--- src/rtl/uart_hex_frame_rx_pkg.sv ---
// Shared constants, error codes, frame-state encoding and ASCII-hex decoding
// for the UART hex frame receiver.
package uart_hex_pkg;

  localparam logic [7:0] CH_SOF = 8'h3C;
  localparam logic [7:0] CH_EOF = 8'h3E;

  localparam logic [2:0] ERR_NONE     = 3'd0;
  localparam logic [2:0] ERR_FRAMING  = 3'd1;
  localparam logic [2:0] ERR_BADCHAR  = 3'd2;
  localparam logic [2:0] ERR_OVERFLOW = 3'd3;
  localparam logic [2:0] ERR_SHORT    = 3'd4;

  typedef enum logic [2:0] {
    FR_OUT,
    FR_BANK_HI,
    FR_BANK_LO,
    FR_PAY_HI,
    FR_PAY_LO,
    FR_DROP
  } frame_state_t;

  // Returns {valid, nibble}; valid is 0 for anything outside 0-9, a-f, A-F.
  function automatic logic [4:0] hex_to_nibble(input logic [7:0] c);
    if (c >= 8'h30 && c <= 8'h39) return {1'b1, 4'(c - 8'h30)};
    if (c >= 8'h61 && c <= 8'h66) return {1'b1, 4'(c - 8'h57)};
    if (c >= 8'h41 && c <= 8'h46) return {1'b1, 4'(c - 8'h37)};
    return 5'b0_0000;
  endfunction

endpackage

--- src/rtl/uart_hex_frame_rx_if.sv ---
// Bundle between the UART pin, the frame decoder and its bank/payload consumers.
interface uart_hex_frame_rx_if #(
  parameter int PAYLOAD_BYTES = 32
);
  localparam int CNT_W = $clog2(PAYLOAD_BYTES + 1);

  logic                       RXD;
  logic [8*PAYLOAD_BYTES-1:0] DATA_OUT;
  logic [7:0]                 BANK;
  logic                       FRAME_VALID;
  logic                       FRAME_ERR;
  logic [2:0]                 ERR_CODE;
  logic [CNT_W-1:0]           BYTE_COUNT;

  modport master (input RXD, output DATA_OUT, BANK, FRAME_VALID, FRAME_ERR, ERR_CODE, BYTE_COUNT);
  modport slave  (output RXD, input DATA_OUT, BANK, FRAME_VALID, FRAME_ERR, ERR_CODE, BYTE_COUNT);
endinterface

--- src/rtl/uart_rx_byte.sv ---
// 8N1 UART byte receiver: 2-flop synchroniser, run-length glitch filter and
// mid-bit sampling FSM. Strobes are single-cycle and registered.
module uart_rx_byte #(
  parameter int CLKS_PER_BIT = 54,
  parameter int FILTER_LEN   = 2
) (
  input  logic       clk,
  input  logic       rst_n,
  input  logic       rxd,
  output logic [7:0] rx_byte,
  output logic       byte_valid,
  output logic       byte_ferr
);
  localparam int              CW        = $clog2(CLKS_PER_BIT);
  localparam logic [CW-1:0]   HALF_LOAD = CW'(CLKS_PER_BIT / 2 - 1);
  localparam logic [CW-1:0]   FULL_LOAD = CW'(CLKS_PER_BIT - 1);
  localparam logic [3:0]      FLT_LAST  = 4'(FILTER_LEN - 1);

  typedef enum logic [2:0] {RX_IDLE, RX_START, RX_DATA, RX_STOP, RX_WAIT_IDLE} rx_state_t;

  logic [1:0]    sync;
  logic          filt, filt_d;
  logic [3:0]    flt_cnt;
  rx_state_t     state;
  logic [CW-1:0] cnt;
  logic [2:0]    bit_idx;
  logic [7:0]    shreg;

  assign rx_byte = shreg;

  // Filtered line only follows the synchronised input after FILTER_LEN agreeing samples.
  always_ff @(posedge clk or negedge rst_n) begin
    if (!rst_n) begin
      sync    <= 2'b11;
      filt    <= 1'b1;
      filt_d  <= 1'b1;
      flt_cnt <= 4'd0;
    end else begin
      sync   <= {sync[0], rxd};
      filt_d <= filt;
      if (sync[1] != filt) begin
        if (flt_cnt == FLT_LAST) begin
          filt    <= sync[1];
          flt_cnt <= 4'd0;
        end else begin
          flt_cnt <= flt_cnt + 4'd1;
        end
      end else begin
        flt_cnt <= 4'd0;
      end
    end
  end

  always_ff @(posedge clk or negedge rst_n) begin
    if (!rst_n) begin
      state      <= RX_IDLE;
      cnt        <= '0;
      bit_idx    <= 3'd0;
      shreg      <= 8'd0;
      byte_valid <= 1'b0;
      byte_ferr  <= 1'b0;
    end else begin
      byte_valid <= 1'b0;
      byte_ferr  <= 1'b0;
      case (state)
        RX_IDLE: begin
          if (filt_d && !filt) begin
            state <= RX_START;
            cnt   <= HALF_LOAD;
          end
        end
        RX_START: begin
          if (cnt == '0) begin
            if (filt) begin
              state <= RX_IDLE;
            end else begin
              state   <= RX_DATA;
              cnt     <= FULL_LOAD;
              bit_idx <= 3'd0;
            end
          end else begin
            cnt <= cnt - CW'(1);
          end
        end
        RX_DATA: begin
          if (cnt == '0) begin
            shreg   <= {filt, shreg[7:1]};
            cnt     <= FULL_LOAD;
            bit_idx <= bit_idx + 3'd1;
            if (bit_idx == 3'd7) state <= RX_STOP;
          end else begin
            cnt <= cnt - CW'(1);
          end
        end
        RX_STOP: begin
          if (cnt == '0) begin
            if (filt) begin
              byte_valid <= 1'b1;
              state      <= RX_IDLE;
            end else begin
              byte_ferr <= 1'b1;
              state     <= RX_WAIT_IDLE;
            end
          end else begin
            cnt <= cnt - CW'(1);
          end
        end
        RX_WAIT_IDLE: begin
          if (filt) state <= RX_IDLE;
        end
        default: state <= RX_IDLE;
      endcase
    end
  end

endmodule

--- src/rtl/uart_hex_frame_rx.sv ---
// UART receiver plus "<BB{HH}>" ASCII-hex frame decoder. Payload and bank are
// assembled in shadow registers and only copied to the outputs on a valid '>'.
module uart_hex_frame_rx
  import uart_hex_pkg::*;
#(
  parameter int CLKS_PER_BIT  = 54,
  parameter int FILTER_LEN    = 2,
  parameter int PAYLOAD_BYTES = 32,
  parameter int BIT_REVERSE   = 1
) (
  input  logic                CLK,
  input  logic                RST_N,
  uart_hex_frame_rx_if.master bus
);
  localparam int               DW      = 8 * PAYLOAD_BYTES;
  localparam int               CNT_W   = $clog2(PAYLOAD_BYTES + 1);
  localparam logic [CNT_W-1:0] CNT_MAX = CNT_W'(PAYLOAD_BYTES);

  logic [7:0]       rx_byte;
  logic             byte_valid, byte_ferr;
  logic [4:0]       hx;
  frame_state_t     state;
  logic [DW-1:0]    sh_data;
  logic [7:0]       sh_bank;
  logic [3:0]       nib_hi;
  logic [CNT_W-1:0] byte_cnt;

  uart_rx_byte #(
    .CLKS_PER_BIT(CLKS_PER_BIT),
    .FILTER_LEN  (FILTER_LEN)
  ) u_rx (
    .clk       (CLK),
    .rst_n     (RST_N),
    .rxd       (bus.RXD),
    .rx_byte   (rx_byte),
    .byte_valid(byte_valid),
    .byte_ferr (byte_ferr)
  );

  assign hx = hex_to_nibble(rx_byte);

  function automatic logic [DW-1:0] order_bits(input logic [DW-1:0] d);
    logic [DW-1:0] r;
    r = d;
    if (BIT_REVERSE != 0) begin
      for (int k = 0; k < PAYLOAD_BYTES; k++)
        for (int i = 0; i < 8; i++)
          r[8*k+i] = d[8*k+7-i];
    end
    return r;
  endfunction

  always_ff @(posedge CLK or negedge RST_N) begin
    if (!RST_N) begin
      state           <= FR_OUT;
      sh_data         <= '0;
      sh_bank         <= 8'd0;
      nib_hi          <= 4'd0;
      byte_cnt        <= '0;
      bus.DATA_OUT    <= '0;
      bus.BANK        <= 8'd0;
      bus.FRAME_VALID <= 1'b0;
      bus.FRAME_ERR   <= 1'b0;
      bus.ERR_CODE    <= ERR_NONE;
      bus.BYTE_COUNT  <= '0;
    end else begin
      bus.FRAME_VALID <= 1'b0;
      bus.FRAME_ERR   <= 1'b0;
      if (byte_ferr) begin
        if (state != FR_OUT && state != FR_DROP) begin
          bus.FRAME_ERR <= 1'b1;
          bus.ERR_CODE  <= ERR_FRAMING;
          state         <= FR_DROP;
        end
      end else if (byte_valid) begin
        if (rx_byte == CH_SOF) begin
          sh_data  <= '0;
          sh_bank  <= 8'd0;
          byte_cnt <= '0;
          state    <= FR_BANK_HI;
        end else if (rx_byte == CH_EOF) begin
          if (state == FR_PAY_HI) begin
            bus.DATA_OUT    <= order_bits(sh_data);
            bus.BANK        <= sh_bank;
            bus.BYTE_COUNT  <= byte_cnt;
            bus.FRAME_VALID <= 1'b1;
            bus.ERR_CODE    <= ERR_NONE;
          end else if (state != FR_OUT && state != FR_DROP) begin
            bus.FRAME_ERR <= 1'b1;
            bus.ERR_CODE  <= ERR_SHORT;
          end
          state <= FR_OUT;
        end else if (state == FR_OUT || state == FR_DROP) begin
          state <= state;
        end else if (!hx[4]) begin
          bus.FRAME_ERR <= 1'b1;
          bus.ERR_CODE  <= ERR_BADCHAR;
          state         <= FR_DROP;
        end else begin
          case (state)
            FR_BANK_HI: begin
              sh_bank[7:4] <= hx[3:0];
              state        <= FR_BANK_LO;
            end
            FR_BANK_LO: begin
              sh_bank[3:0] <= hx[3:0];
              state        <= FR_PAY_HI;
            end
            FR_PAY_HI: begin
              if (byte_cnt == CNT_MAX) begin
                bus.FRAME_ERR <= 1'b1;
                bus.ERR_CODE  <= ERR_OVERFLOW;
                state         <= FR_DROP;
              end else begin
                nib_hi <= hx[3:0];
                state  <= FR_PAY_LO;
              end
            end
            FR_PAY_LO: begin
              for (int k = 0; k < PAYLOAD_BYTES; k++)
                if (byte_cnt == CNT_W'(k)) sh_data[8*k +: 8] <= {nib_hi, hx[3:0]};
              byte_cnt <= byte_cnt + CNT_W'(1);
              state    <= FR_PAY_HI;
            end
            default: state <= FR_OUT;
          endcase
        end
      end
    end
  end

endmodule

--- src/flat_wrapper.sv ---
// flat-port wrapper written by rule: the top's interface ports become plain ports
module uart_hex_frame_rx_flat import uart_hex_pkg::*;
#(
  parameter int CLKS_PER_BIT  = 54,
  parameter int FILTER_LEN    = 2,
  parameter int PAYLOAD_BYTES = 32,
  parameter int BIT_REVERSE   = 1
)
  (CLK, RST_N, bus_RXD, bus_DATA_OUT, bus_BANK, bus_FRAME_VALID, bus_FRAME_ERR, bus_ERR_CODE, bus_BYTE_COUNT);
  uart_hex_frame_rx_if #(.PAYLOAD_BYTES(PAYLOAD_BYTES)) bus_i ();
  input  logic CLK;
  input  logic RST_N;
  input wire logic [$bits(bus_i.RXD)-1:0] bus_RXD;
  output wire logic [$bits(bus_i.DATA_OUT)-1:0] bus_DATA_OUT;
  output wire logic [$bits(bus_i.BANK)-1:0] bus_BANK;
  output wire logic [$bits(bus_i.FRAME_VALID)-1:0] bus_FRAME_VALID;
  output wire logic [$bits(bus_i.FRAME_ERR)-1:0] bus_FRAME_ERR;
  output wire logic [$bits(bus_i.ERR_CODE)-1:0] bus_ERR_CODE;
  output wire logic [$bits(bus_i.BYTE_COUNT)-1:0] bus_BYTE_COUNT;
  assign bus_i.RXD = bus_RXD;
  assign bus_DATA_OUT = bus_i.DATA_OUT;
  assign bus_BANK = bus_i.BANK;
  assign bus_FRAME_VALID = bus_i.FRAME_VALID;
  assign bus_FRAME_ERR = bus_i.FRAME_ERR;
  assign bus_ERR_CODE = bus_i.ERR_CODE;
  assign bus_BYTE_COUNT = bus_i.BYTE_COUNT;
  uart_hex_frame_rx #(.CLKS_PER_BIT(CLKS_PER_BIT), .FILTER_LEN(FILTER_LEN), .PAYLOAD_BYTES(PAYLOAD_BYTES), .BIT_REVERSE(BIT_REVERSE)) u_core (.CLK(CLK), .RST_N(RST_N), .bus(bus_i));
endmodule
--- config.mk ---
export PLATFORM = sky130hd
export DESIGN_NAME = uart_hex_frame_rx_flat
export DESIGN_NICKNAME = d
export VERILOG_FILES = /design/src/rtl/uart_hex_frame_rx_pkg.sv /design/src/rtl/uart_hex_frame_rx_if.sv /design/src/rtl/uart_rx_byte.sv /design/src/rtl/uart_hex_frame_rx.sv /design/src/flat_wrapper.sv
export SDC_FILE = /design/constraint.sdc
export NUM_CORES = 1
export LEC_CHECK = 0
export BUFFER_PORTS_ARGS = -buffer_cell sky130_fd_sc_hd__buf_2
export CAP_MARGIN = 20
export CORE_UTILIZATION = 35
export DETAILED_ROUTE_END_ITERATION = 12
export SLEW_MARGIN = 20
export SYNTH_ARGS = -nofsm -noshare
export SYNTH_HDL_FRONTEND = slang
export SYNTH_HIERARCHICAL = 1
export SYNTH_SLANG_ARGS = --single-unit
--- constraint.sdc ---
create_clock -name CLK -period 3 [get_ports CLK]
set_input_delay 0.45 -clock CLK [delete_from_list [all_inputs] [get_ports CLK]]
set_output_delay 0.45 -clock CLK [all_outputs]
set_load 0.01 [all_outputs]
## Word level (Yosys, flattened, before mapping)

Index checks and enable logic that the tools add are counted.

- Latch bits: 0
- Bits in read-only memories: 0
- Input bits: 3
- Memory bits (writable): 0
- Logic and storage cells: 354
- Output and inout port bits: 275
- Bits in registers: 582
- Memories: 0

- Bitwise logic cells: 5
- Order comparisons: 6
- Multipliers: 0
- Reduce and logical (&&, ||, !) cells: 96
- $add $sub $neg: 7
- Div/mod/pow operators: 0
- Multiplexer cells: 122
- Shift operators: 0
- Equality and inequality tests: 65

Operator list:

| operator | number |
|---|---|
| $mux 256 | 5 |
| $mux 8 | 36 |
| $reduce_and 7->1 | 33 |
| $eq 6x5->1 const B | 16 |
| $mux 3 | 28 |
| $reduce_bool 2->1 | 38 |
| $mux 6 | 10 |
| $eq 6x4->1 const B | 8 |
| $mux 5 | 6 |
| $mux 1 | 28 |
| $eq 6x3->1 const B | 4 |
| $pmux 6 s4 | 1 |
| $reduce_and 6->1 | 4 |
| $ne 2x2->1 const B | 9 |
| $eq 8x6->1 const B | 2 |
| $ge 8x7->1 const B | 2 |
| $le 8x7->1 const B | 2 |
| $mux 4 | 4 |
| $pmux 3 s5 | 1 |
| $eq 3x2->1 const B | 4 |
| $eq 3x3->1 const B | 4 |
| $eq 6x2->1 const B | 2 |
| $logic_not 6->1 | 2 |
| $pmux 3 s3 | 1 |
| 33 further kinds | 51 |

## Longest topological paths before layout

- Depth in word-level cells: 15
- Mapped depth: 9
- Mapped depth without buffers: 7

## Cells and area by module

Netlist, hierarchy kept.

By module, submodules not included:

| module | area an instance (sq um) | cells each | times used | seq. area each (sq um) |
|---|---|---|---|---|
| uart_hex_frame_rx | 21384.3 | 1398 | 1 | 13813.2 |
| uart_rx_byte | 1525.2 | 141 | 1 | 755.7 |

## Worst setup path after synthesis

Ideal clock, no wire load.

- Path type: register -> register
- Start: register u_core.u_rx.shreg[0] (netlist: u_core/u_rx/rx_byte[0])
- End: register u_core.sh_data[104]
- Path slack: 0.682 ns
- Setup time: 0.125 ns
- Clock period less this slack: 2.318 ns
- Data arrival time: 2.193 ns
- Cell stages (with the launch flop): 9
- Path buffers: 1
- Data required time: 2.875 ns
- Path through: dfrtp_1 > inv_1 > ha_1 > nor3b_1 > nor4_2 > o31a_1 > buf_4 > o21ai_1 > mux2_2

- Cells in the longest elaborated chain, start to end: 14
- Elaborated cells between the ends (all ways): 38
- Classes of those cells: add/sub: 3; order compare: 6; eq/ne: 4; mux: 18; reduce/logical: 7

Ends and longest elaborated chain:

| what | RTL line | source |
|---|---|---|
| start, declared | uart_rx_byte.sv:27 | `logic [7:0] shreg;` |
| start signal, assigned | uart_rx_byte.sv:87 | `shreg <= {filt, shreg[7:1]};` |
| $ge 8x7->1 / $le 8x7->1 (equally long branches) | uart_hex_frame_rx_pkg.sv:27 | `if (c >= 8'h41 && c <= 8'h46) return {1'b1, 4'(c - 8'h37)};` |
| $logic_and 1x1->1 | uart_hex_frame_rx_pkg.sv:27 |  |
| $mux 1 (2 in a row) | uart_hex_frame_rx_pkg.sv:27 |  |
| $mux 1 | uart_hex_frame_rx_pkg.sv:26 | `if (c >= 8'h61 && c <= 8'h66) return {1'b1, 4'(c - 8'h57)};` |
| $mux 5 | uart_hex_frame_rx_pkg.sv:28 | `return 5'b0_0000;` |
| $mux 5 | uart_hex_frame_rx_pkg.sv:27 |  |
| $mux 5 | uart_hex_frame_rx_pkg.sv:26 |  |
| $mux 8 | uart_hex_frame_rx.sv:121 | `if (byte_cnt == CNT_W'(k)) sh_data[8*k +: 8] <= {nib_hi, hx[3:0]};` |
| $mux 256 | uart_hex_frame_rx.sv:100 | `case (state)` |
| $mux 256 | uart_hex_frame_rx.sv:95 | `end else if (!hx[4]) begin` |
| $mux 256 | uart_hex_frame_rx.sv:93 | `end else if (state == FR_OUT \|\| state == FR_DROP) begin` |
| $mux 256 | uart_hex_frame_rx.sv:81 | `end else if (rx_byte == CH_EOF) begin` |
| $mux 256 | uart_hex_frame_rx.sv:76 | `if (rx_byte == CH_SOF) begin` |
| end signal, assigned by index | uart_hex_frame_rx.sv:121 |  |
| end, declared | uart_hex_frame_rx.sv:23 | `logic [DW-1:0] sh_data;` |

Parallel ways exist; a longest one is shown, timed or not. The select of a mux whose other input is x is not followed.
A chain may end at the register's enable or synchronous reset.

## Worst setup path in the final report

- Start: register u_core.u_rx.shreg[0] (netlist: u_core/u_rx/rx_byte[0])
- End: register u_core.sh_data[127]

- Cells in the longest elaborated chain, start to end: 10
- Elaborated cells between the ends (all ways): 29
- Classes of those cells: order compare: 6; eq/ne: 4; mux: 12; reduce/logical: 7

Ends and longest elaborated chain:

| what | RTL line |
|---|---|
| $ge 8x7->1 / $le 8x7->1 (equally long branches) | uart_hex_frame_rx_pkg.sv:27 |
| $logic_and 1x1->1 | uart_hex_frame_rx_pkg.sv:27 |
| $mux 1 (2 in a row) | uart_hex_frame_rx_pkg.sv:27 |
| $mux 1 | uart_hex_frame_rx_pkg.sv:26 |
| $mux 5 | uart_hex_frame_rx_pkg.sv:28 |
| $mux 5 | uart_hex_frame_rx_pkg.sv:27 |
| $mux 5 | uart_hex_frame_rx_pkg.sv:26 |
| $reduce_bool 2->1 (no source line) | n/a |
| $reduce_and 7->1 (no source line) | n/a |

Parallel ways exist; a longest one is shown, timed or not. The select of a mux whose other input is x is not followed.

==> metrics list <==
- The run finished with clean final reports.
- Once layout is complete, the cells apart from fillers number 2760.
* Most frequent standard cell in the layout excluding fill and tap cells: sky130_fd_sc_hd__dfrtp_1
- Final Max Slew Viols: 0
* Core footprint: 0.0646 mm²
- CP required: about 3.5 ns
- Summed over all failing endpoints, the final setup total negative slack is 0 ns.
- In this run the power density over the cells is 611 mW/mm².
- The worst path needs 2.77 ns of the cycle, external delays included.
* Placer's final routability congestion estimate: 0.782
* Worst-case vdd ir drop: around 0.35 mV
- The via count of the first global-routing pass came to roughly 15k.
- Across the routed clock network, the largest skew measured is 0.0236 ns.
- Crit path cell chain: inv_1 > ha_1 > nor3b_2 > nor4_2 > o31a_2 > buf_4 > o21ai_1 > buf_4 > o2bb2ai_1
- At the pin with the least slew margin, the transition time is between 1 and 1.5 ns.
- After layout, the worst path uses around 92% of the clock period.
- Detail Route met2 WL: 28200 µm
- Area delta synth->final: 22.3%
* Power Internal: roughly 13 mW
- Cts bufs inserted: 66
- Clock-pin slew was measured on the worst setup and hold paths at ~0.060 ns.
* Final net count: 1870
- In this run the top signal layer used is met4.
- Max Freq: about 360 MHz
* Initial DRT Pass Iterations: 5
* Count of antenna-violating nets left after detailed routing: 0
- The number of antenna violations at the first check in global routing came to 3.
* Mean number of vias per cell: around 5.0
- Unrepaired setup endpoints after global routing: no
- Clk root buf: sky130_fd_sc_hd__clkbuf_16
* Endpoint type of the worst setup path: register
- Overall via count from detail_route: approximately 14k
- Sequential cell fraction of total power: between 40% and 50%
* Floorplan die area: 0.0665 mm²
- In this run the worst path has a maximum fanout of 12.
- The library cells used most frequently in the layout, excluding fill and tap cells, are sky130_fd_sc_hd__dfrtp_1, sky130_fd_sc_hd__mux2_2, sky130_fd_sc_hd__buf_2.
- TritonCTS built the clock tree.
- H-tree levels: 3
* Number of synthesized register bits: between 500 and 600
- Final hold analysis gives a worst-case slack of approximately 0.36 ns.
* Number of enable-type register cells in the synthesized netlist: 0
* Slew margin rel.: between 30 and 40%
* Library cells used by synthesis: 72
* Final setup violation count: 0
* Worst-skew pair later-pin latency: 0.60 ns
* Share of cells above drive strength 1: ~48%
* Share of power burned in the clock network: 49.3%
- The first global-routing pass estimated between 90000 and 100000 µm of wire.
- Summed over all nets, the switching power comes to ~3.7 mW.
* Die X: approximately 260 µm
- Maximum number of pins on one net before global-route repair: 111
* Mean cell area of the mapped netlist: 14.9 µm²
- The detailed router finished its first iteration with approximately 750 violations.
* Yosys warnings: 6
* Overall overflow remaining after global route: 0
* Total instance count after detailed placement: 2639
* Number of port buffers: 277
* Initial core utilization: between 30% and 40%
* Total half-perimeter wirelength after legalization and detailed placement: 39600 µm
* Critical path class: reg2reg
- Switching fraction of total power: between 20 and 25%
- Overall die height: between 200 and 300 µm
* Total I/O pin count: 278
- Max-cap violations in this run came to 0.
* Crit path largest cell delay: 0.48 ns
- Routed length per instance: roughly 21 µm
- Sequential cells were found to cover between 60% and 70% of the synthesized design area.
* Synthesized instance count: 1539
* Non-Filler Cell Area, Final: between 0.02 and 0.03 mm²
- Final count of hold timing violations: 0
* Post-Route M1 WL: around 27000 µm
- Worst path arrival time: roughly 3.2 ns
* Combined area of all synthesized cells: about 0.023 mm²
- Number of buffers and inverters on the critical path: 3
* Gate power share: roughly 3.4%
- The worst setup path is launched from a register.
- FFs w/ async S/R, synth: 100%
- Global routing consumed, over all layers together, 18.0% of the routing resources.
- Hold/Removal Path Class: reg2reg
- Maximum clock insertion buffer count: 3
- In the synthesized netlist the dominant register cell turns out to be sky130_fd_sc_hd__dfrtp_1.
- Number of nets produced by synthesis: around 1.6k
- After detailed routing, the total wire length is ~59000 µm.
- On the critical path, the stage with the largest delay is an instance of sky130_fd_sc_hd__dfrtp_1.
* Cell area reported after detailed placement: between 0.02 and 0.03 mm²
* Met3 wirelength from detailed routing: around 2900 µm
* Lkg Pwr: about 14 nW
- The floorplan has 93 rows.
- Critical path's top delay family: simple AND/OR/NAND/NOR gates
- For this run, design rule violations remaining after detail routing come to 0.
- Num Clock Sinks: slightly below 600
* Cell type with the highest occurrence count on the critical path: sky130_fd_sc_hd__buf_4
-- what timing repair did --
action                                  CTS  global route
endpoints found under the setup margin    0            24
buffers inserted                          0             0
resized for setup                         0             1
hold endpoints to repair                 39             0
hold buffers                              2             0
-- kinds of logic after synthesis --
kind of cell / share of synthesized area [%]
AO/OA/AOI/OAI: 8.06
XOR/XNOR: 0.268
adder cells (fa/ha/maj): 0.710
buffers and inverters: 2.10
flip-flops: 63.6
multiplexers: 20.7
AND/OR/NAND/NOR: 4.59
-- layout make-up --
type / count / area [µm²]
Clock buffer: 97 / 1980
Timing Repair Buffer: 329 / 2070
Sequential cell: 582 / 14600
Clock inverter: 21 / 324
Antenna cell: 1 / 2.50
Multi-Input combinational cell: 857 / 7940
Fill cell: 5832 / 36600
Inverter: 18 / 67.6
Tap cell: 855 / 1070
-- flip-flops by register name (all words and copies together), names as in the netlist, 4 cells and up --
signal	count
u_core/sh_data	256
u_core/nib_hi	4
u_core/bus.BYTE_COUNT	6
u_core/byte_cnt	6
u_core/u_rx/rx_byte	8
u_core/sh_bank	8
u_core/bus.BANK	8
u_core/u_rx/flt_cnt	4
u_core/u_rx/cnt	6
u_core/bus.DATA_OUT	256
-- routing by layer --
metal	vias up	track usage, %
li1	6246	-
met1	7318	24.1
met2	295	28.8
met3	75	3.85
met4	0	6.49
met5	-	0
-- synthesized netlist by cell type, types with 3 or more instances --
master | n | area share (%)
sky130_fd_sc_hd__dfrtp_1 | 578 | 63
sky130_fd_sc_hd__mux2_2 | 401 | 20
sky130_fd_sc_hd__o2bb2ai_1 | 129 | 4.9
sky130_fd_sc_hd__nor2_1 | 46 | 0.75
sky130_fd_sc_hd__nand2_1 | 42 | 0.69
sky130_fd_sc_hd__clkbuf_1 | 36 | 0.59
sky130_fd_sc_hd__buf_2 | 32 | 0.70
sky130_fd_sc_hd__o21ai_0 | 21 | 0.46
sky130_fd_sc_hd__o21ai_2 | 20 | 0.76
sky130_fd_sc_hd__inv_1 | 18 | 0.29
sky130_fd_sc_hd__mux2_1 | 18 | 0.88
sky130_fd_sc_hd__or3_1 | 17 | 0.46
sky130_fd_sc_hd__a21oi_1 | 13 | 0.28
sky130_fd_sc_hd__ha_1 | 13 | 0.71
sky130_fd_sc_hd__nand3_1 | 12 | 0.26
sky130_fd_sc_hd__or3_4 | 10 | 0.49
sky130_fd_sc_hd__nand2_2 | 8 | 0.22
sky130_fd_sc_hd__nand2b_1 | 7 | 0.19
sky130_fd_sc_hd__nor3_1 | 6 | 0.13
sky130_fd_sc_hd__o21ai_1 | 6 | 0.13
sky130_fd_sc_hd__buf_1 | 5 | 0.082
sky130_fd_sc_hd__buf_6 | 5 | 0.25
sky130_fd_sc_hd__nor2b_1 | 5 | 0.14
sky130_fd_sc_hd__xnor2_1 | 5 | 0.19
sky130_fd_sc_hd__and3_1 | 4 | 0.11
sky130_fd_sc_hd__dfstp_2 | 4 | 0.46
sky130_fd_sc_hd__o21a_1 | 4 | 0.13
sky130_fd_sc_hd__a211oi_1 | 3 | 0.098
sky130_fd_sc_hd__a31oi_1 | 3 | 0.082
sky130_fd_sc_hd__nand3_2 | 3 | 0.13
sky130_fd_sc_hd__nand4_1 | 3 | 0.082
sky130_fd_sc_hd__nor3b_1 | 3 | 0.098
sky130_fd_sc_hd__nor4b_1 | 3 | 0.11
sky130_fd_sc_hd__o2111ai_1 | 3 | 0.11
-- power by group through the flow --
| stage | clock network, mW | registers, mW | logic [mW] |
|---|---|---|---|
| floorplan | 0 | 8.14 | 0.413 |
| detailed placement | 0 | 8.22 | 0.597 |
| global placement | 0 | 8.21 | 0.579 |
| global route | 9.00 | 8.10 | 0.670 |
| finish | 8.44 | 8.08 | 0.585 |
| CTS | 8.70 | 8.08 | 0.604 |
-- stage by stage --
step	total power [mW]	util, %	worst slack [ns]
global route	17.8	43.4	0.0245
global placement	8.79	39.8	0.293
detailed placement	8.82	39.8	0.204
CTS	17.4	43.4	0.171
finish	17.1	43.4	0.232
floorplan	8.55	-	0.682
-- worst paths after layout --
kind	from	endpoint	slack, ns	cells past startpoint
min	u_core/u_rx/sync[0]$_DFF_PN1_	u_core/u_rx/sync[1]$_DFF_PN1_	0.36	0
max	u_core/u_rx/rx_byte[0]$_DFFE_PN0P_	u_core/sh_data[127]$_DFFE_PN0P_	0.23	9
max reg2reg	u_core/u_rx/rx_byte[0]$_DFFE_PN0P_	u_core/sh_data[127]$_DFFE_PN0P_	0.23	9
min reg2reg	u_core/u_rx/sync[0]$_DFF_PN1_	u_core/u_rx/sync[1]$_DFF_PN1_	0.36	0
min in group asynchronous	RST_N	u_core/bus.DATA_OUT[193]$_DFFE_PN0P_	0.38	2
max in group asynchronous	RST_N	u_core/bus.DATA_OUT[22]$_DFFE_PN0P_	1.58	4
No activity file was read; power rests on OpenSTA's default activity.
